$ cat src/rtl/updown_counter.sv
// Up/down counter with parallel load, synchronous clear, wrap or saturate at the
// limits, a one-cycle wrap pulse and a sticky overflow flag. UPDOWN_COUNTER_FORMAL_EN adds embedded checks.
module updown_counter #(
   parameter int unsigned       WIDTH    = 4,
   parameter logic [WIDTH-1:0]  MAX_VAL  = {WIDTH{1'b1}},
   parameter bit                SATURATE = 1'b0
) (
   input  logic             clk,
   input  logic             reset_n,
   input  logic             enable,
   input  logic             up,
   input  logic             load,
   input  logic [WIDTH-1:0] load_val,
   input  logic             clear,
   output logic [WIDTH-1:0] count,
   output logic             tc,
   output logic             wrap,
   output logic             ovf
);

   localparam logic [WIDTH-1:0] ZERO = '0;
   localparam logic [WIDTH-1:0] ONE  = WIDTH'(1);

   logic [WIDTH-1:0] count_q, count_d;
   logic             wrap_q, wrap_d;
   logic             ovf_q, ovf_d;
   logic             at_max, at_min;

   assign at_max = (count_q == MAX_VAL);
   assign at_min = (count_q == ZERO);
   assign tc     = enable && ((up && at_max) || (!up && at_min));

   always_comb begin
      count_d = count_q;
      wrap_d  = 1'b0;
      ovf_d   = ovf_q;
      if (clear) begin
         count_d = ZERO;
         ovf_d   = 1'b0;
      end else if (load) begin
         count_d = (load_val > MAX_VAL) ? MAX_VAL : load_val;
      end else if (enable) begin
         if (tc) begin
            // Boundary step: saturating mode leaves count where it is.
            ovf_d = 1'b1;
            if (!SATURATE) begin
               count_d = up ? ZERO : MAX_VAL;
               wrap_d  = 1'b1;
            end
         end else begin
            count_d = up ? (count_q + ONE) : (count_q - ONE);
         end
      end
   end

   always_ff @(posedge clk or negedge reset_n) begin
      if (!reset_n) begin
         count_q <= ZERO;
         wrap_q  <= 1'b0;
         ovf_q   <= 1'b0;
      end else begin
         count_q <= count_d;
         wrap_q  <= wrap_d;
         ovf_q   <= ovf_d;
      end
   end

   assign count = count_q;
   assign wrap  = wrap_q;
   assign ovf   = ovf_q;

`ifdef UPDOWN_COUNTER_FORMAL_EN
   logic             prev_valid_q;
   logic             prev_enable_q, prev_up_q, prev_load_q, prev_clear_q, prev_ovf_q;
   logic [WIDTH-1:0] prev_count_q;
   logic [WIDTH-1:0] step_exp;

   initial assume (!reset_n);

   always_comb begin
      step_exp = prev_count_q;
      if (prev_up_q) begin
         if (prev_count_q == MAX_VAL) step_exp = SATURATE ? MAX_VAL : ZERO;
         else                         step_exp = prev_count_q + ONE;
      end else begin
         if (prev_count_q == ZERO)    step_exp = SATURATE ? ZERO : MAX_VAL;
         else                         step_exp = prev_count_q - ONE;
      end
   end

   // prev_* hold the inputs and state seen at the previous edge, so at this
   // edge count_q is the result that edge produced.
   always_ff @(posedge clk or negedge reset_n) begin
      if (!reset_n) begin
         prev_valid_q  <= 1'b0;
         prev_enable_q <= 1'b0;
         prev_up_q     <= 1'b0;
         prev_load_q   <= 1'b0;
         prev_clear_q  <= 1'b0;
         prev_ovf_q    <= 1'b0;
         prev_count_q  <= ZERO;
      end else begin
         assert (count_q <= MAX_VAL);
         assert (!wrap_q || !SATURATE);
         if (prev_valid_q) begin
            if (prev_enable_q && !prev_clear_q && !prev_load_q)
               assert (count_q == step_exp);
            if (prev_ovf_q && !prev_clear_q)
               assert (ovf_q);
         end
         prev_valid_q  <= 1'b1;
         prev_enable_q <= enable;
         prev_up_q     <= up;
         prev_load_q   <= load;
         prev_clear_q  <= clear;
         prev_ovf_q    <= ovf_q;
         prev_count_q  <= count_q;
      end
   end
`endif

endmodule

$ cat config.mk
export PLATFORM = sky130hd
export DESIGN_NAME = updown_counter
export DESIGN_NICKNAME = d
export VERILOG_FILES = /design/src/rtl/updown_counter.sv
export SDC_FILE = /design/constraint.sdc
export NUM_CORES = 1
export LEC_CHECK = 0
export ABC_AREA = 1
export CAP_MARGIN = 40
export CORE_AREA = 2 2 39 41
export CTS_CLUSTER_SIZE = 10
export DETAILED_ROUTE_END_ITERATION = 12
export DIE_AREA = 0 0 41 43
export PLACE_DENSITY = 0.65
export SETUP_SLACK_MARGIN = 0.02
export SYNTH_ARGS = -nofsm -noshare
export SYNTH_HDL_FRONTEND = slang
export SYNTH_SLANG_ARGS = --single-unit
$ cat constraint.sdc
create_clock -name clk -period 1.6 [get_ports clk]
set_input_delay 0.16 -clock clk [delete_from_list [all_inputs] [get_ports clk]]
set_output_delay 0.16 -clock clk [all_outputs]
set_load 0.01 [all_outputs]
After elaboration in Yosys (flattened, before gate mapping)
Index checks and enable logic that the tools add are counted.
{"block": "word_totals", "word_cells": 33, "input_bits": 10, "output_inout_bits": 7, "ff_bits": 6}
{"block": "classes", "muxes": 15, "n_eq_ne": 2, "n_reduce_logical": 10, "order_cmp": 1, "addsub": 2}
{"op": "two-way mux 4 bit", "n": 7}
{"op": "two-way mux 1 bit", "n": 8}
{"op": "adder 4 x 1 -> 4 bit (second input constant)", "n": 1}
{"op": "== test 4 bit (second input constant)", "n": 1}
{"op": "> comparator 4 bit (second input constant)", "n": 1}
{"op": "zero test 4 bit", "n": 1}
{"op": "nonzero test 2 bit", "n": 2}
{"op": "subtractor 4 x 1 -> 4 bit (second input constant)", "n": 1}
{"op": "logical AND 1 bit", "n": 3}
{"op": "AND reduction 3 bit", "n": 1}
{"op": "nonzero test 3 bit", "n": 1}
{"op": "!= test 2 x 1 -> 1 bit (second input constant)", "n": 1}
{"op": "zero test 1 bit", "n": 1}
{"op": "logical OR 1 bit", "n": 1}

Logic depth before layout (Yosys ltp)
Gate-level depths: netlist (run 1).
{"block": "logic_depth", "ltp_word": 8, "ltp_mapped": 12, "depth_no_buf": 12}

Worst setup path before layout (run 1)
OpenSTA, ideal clock, no wires.
{"block": "synth_timing", "path_kind": "reg2reg", "from": "reg count_q[2] (netlist: count[2])", "to": "reg count_q[3] (netlist: count[3])", "path_stages_with_launch": 11, "period_less_slack_ns": 1.476, "t_arrival_ns": 1.359, "required_ns": 1.484, "n_path_buf": 0, "path_slack_ns": 0.124, "setup_time_ns": 0.116, "cell_sequence": "dfrtp_1 > ha_1 > or2_2 > nand2_1 > nand2_1 > nand2_1 > nand2_1 > nand2_1 > nand2_1 > nand2_1 > nand2_1"}
{"block": "synth_via", "elab_chain_len": 8, "word_cells_on_any_way": 13, "classes_between": "2 x add/sub; 1 x eq/ne; 5 x mux; 5 x reduce/logical"}
{"element": "start, declared", "line_no": "24", "rtl": "logic [WIDTH-1:0] count_q, count_d;"}
{"element": "start signal, assigned", "line_no": "62", "rtl": "count_q <= count_d;"}
{"element": "branches (longest 4 deep; another with subtractor 4 x 1 -> 4 bit)"}
{"element": "two-way mux 4 bit (*)", "line_no": "43", "rtl": "if (tc) begin"}
{"element": "two-way mux 4 bit (*)", "line_no": "42", "rtl": "end else if (enable) begin"}
{"element": "two-way mux 4 bit (*)", "line_no": "40", "rtl": "end else if (load) begin"}
{"element": "two-way mux 4 bit (*)", "line_no": "37", "rtl": "if (clear) begin"}
Mark *: on every way between the ends. The select of a mux whose other input is x is not followed.
A chain may end at the register's enable or synchronous reset.

Worst setup path in the final report (run 1)
{"block": "layout_timing", "from": "reg count_q[1] (netlist: count[1])", "to": "reg count_q[3] (netlist: count[3])"}
Same word-level chain as after synthesis.

==> flow_summary.yaml, run 1 <==
run_status:
  status: "finished clean"
timing:
  fmax_mhz: 660
  hold_viol_final: 0
  fin_skew_ns: 0.00467
  rsz0062_at_grt: "yes"
  fin_crit_ns: 1.51
  tightest_slew_ns: 0.256
  period_share: 0.946
  slew_viol_final: 0
  setup_viol: 0
  slew_headroom: 0.828
clocking:
  cts_made_buffers: 3
  clk_pin_slew_ns: 0.04
  postCtsHoldBufs: 0
  clockRootBuffer: "clkbuf_4"
  cts_sinks: 6
  clk_latency_ns: 0.24
  clockBufferDepth: 2
  cts_tree: "done"
  htree_num_levels: 1
pwr:
  power_density_nw_per_um2: 702
  vdd_ir_drop_max_uv: 620
  leakagePower_nw: 0.418
critical_path:
  crit_path_end_kind: "flop"
  path_class: "flop to flop"
  reg2regPathDepth: 12
  arrival_ns: 1.64
  cp_data_required_time_ns: 1.73
  worstSetupStartpointType: "flop"
  critPathMaxFanout: 4
  r2r-start: "count[1]"
  reg2reg_slack_ns: 0.09
  r2r_end: "count[3]"
floorplan:
  die_width_um: 41
  ios: 17
  die_y_um: 43
  start_util: 0.338
  coreArea_sq_um: 1380
  die-area_sq_um: 1760
  rows: 14
finish:
  antenna_cells: 0
  area_growth_pct: 62.8
  final_nets: 116
  drive_gt1_frac: 0.218
  layoutNonFillerInstCount: 117
  final_util: 0.551
route:
  drc: 0
  drtIter0Drc: 12
  totalWireLength_um: 1210
  vias_per_cell: 4.50
  route.detailed.wl_per_inst_um: 10.3
  vias: 526
  first_pass_iters: 4
  final_antenna_net_count: 0
synthesis:
  synth_area_sq_um: 468
  syn-num-nets: 86
  yosys_warnings: 0
  synth.avg_cell_area_sq_um: 6.41
  postSynthCellCount: 73
  yosysSeqAreaShare: 0.321
  synth.distinct_cells: 13
  ys_ff_latch: 6
worst_hold_path:
  hp-class: "primary input to asynchronous set/reset pin"
global_route:
  track_usage: 0.162
  grt_max_degree: 8
  grt_antenna_before_repair: 0
  grt_overflow: 0
  grt_pass1_vias: 496
  grt_pass1_wl_um: 1950
place:
  portBuffers: 16
  gp_congestion: 0.785
  placed_cells: 110
  dp_hpwl_um: 944
flow_run:
  drv_cap: 0
[layout make-up]
type | instances | area (sq um)
well taps | 16 | 20.0
inverters | 10 | 37.5
clock buffers | 3 | 22.5
multi-input cells | 57 | 300
repair buffers | 25 | 229
flip-flops and latches | 6 | 153
fillers | 152 | 622
[what timing repair did]
| action | CTS | global route |
|---|---|---|
| pin swaps | 0 | 2 |
| setup endpoints to repair | 2 | 2 |
| buffers inserted | 4 | 0 |
| gates resized for setup | 5 | 4 |
[stage by stage]
step | worst slack (ns) | setup TNS [ns] | total power (W) | hold slack [ns] | instance area [sq um]
after CTS | 0.0226 | 0 | 0.000532 | 0.152 | 741
after floorplan | 0.124 | 0 | 0.000279 | -0.136 | 468
after detailed placement | -0.304 | -0.758 | 0.000376 | 0.414 | 686
after global placement | -0.250 | -0.649 | 0.000368 | 0.408 | 686
final | 0.0857 | 0 | 0.000535 | 0.153 | 762
after global routing | 0.00954 | 0 | 0.000581 | 0.166 | 762
[worst max path at each step]
stage,to,start
6_report,count[3],count[1]
5_1_grt,count[2],count[0]
4_1_cts,count[3],count[2]
3_5_place_dp,count[3],up
3_3_place_gp,count[3],up
2_1_floorplan,count[3],count[2]
[worst max-delay path, cell delays in order (launching register included)]
cell	delay, ns
dfrtp_2	0.41
buf_4	0.15
ha_1	0.26
nand2_1	0.08
nand2_2	0.07
nand2_1	0.07
nand2_1	0.05
nand2_1	0.05
nand2_1	0.04
nand2_1	0.05
nand2_1	0.05
nand2_1	0.07
nand2_1	0.05
[cells by family (layout without fill, tap and decap cells)]
kind of cell             Yosys count  in the layout  share of synthesized area
buffers and inverters             10             38                     0.0802
adder cells (fa/ha/maj)            3              3                     0.0962
flip-flops                         6              6                      0.321
XOR/XNOR                           1              1                     0.0187
AO/OA/AOI/OAI                      2              2                     0.0321
AND/OR/NAND/NOR                   51             51                      0.452
[cells in the final DEF, fill, tap and decap left out]
master and count:
dfrtp_2 2, nand2_1 29, buf_6 1, clkbuf_4 3, o31ai_1 1, nor2_1 13, inv_1 10, clkdlybuf4s50_1 14
or2_2 1, nor3_2 1, dfrtp_1 4, ha_4 1, or2_4 1, fa_2 1, ha_1 1, nand2_2 3
buf_4 8, xor2_1 1, dlygate4sd2_1 2, nand3_1 3, a21o_1 1
[where the power goes]
part | internal [W] | switching, W | total [W]
clock network | 0.0000844 | 0.0000485 | 0.000133
logic | 0.000119 | 0.000108 | 0.000226
registers | 0.000166 | 0.00000991 | 0.000175
total | 0.000369 | 0.000166 | 0.000535
[state kept, by name (all words and copies together) (netlist names)]
signal and flops:
wrap 1, ovf 1, count 4
[cell usage after synthesis]
| cell type | n | area (sq um) |
|---|---|---|
| nand2_1 | 30 | 113 |
| nor2_1 | 13 | 48.8 |
| inv_1 | 10 | 37.5 |
| dfrtp_1 | 6 | 150 |
| nand3_1 | 3 | 15.0 |
| ha_1 | 2 | 25.0 |
| nand2_2 | 2 | 12.5 |
| or2_2 | 2 | 12.5 |
| a21o_1 | 1 | 7.51 |
| fa_1 | 1 | 20.0 |
| nor3_2 | 1 | 10.0 |
| o31ai_1 | 1 | 7.51 |
| xor2_1 | 1 | 8.76 |
[per-layer routing]
metal / vias up / share of wire / routed length, um / GRT usage
li1: 277 / - / - / -
met1: 234 / 0.41 / 501 / 0.210
met2: 15 / 0.53 / 636 / 0.266
met3: 0 / 0.059 / 71 / 0.0471
met4: 0 / 0 / 0 / 0.0200
met5: - / 0 / 0 / 0
No activity file was read; power rests on OpenSTA's default activity.
==> run 2: changes to the inputs <==
Settings changed: CAP_MARGIN 40 to 20, MAX_ROUTING_LAYER set to met4.
==> results of run 2 <==
No change in the layout: final DEF, timing and power equal those of run 1.
Main changes from that run: final weighted congestion in routability-driven placement 0.785 -> 0.796; overall routing resource usage 0.162 -> 0.166
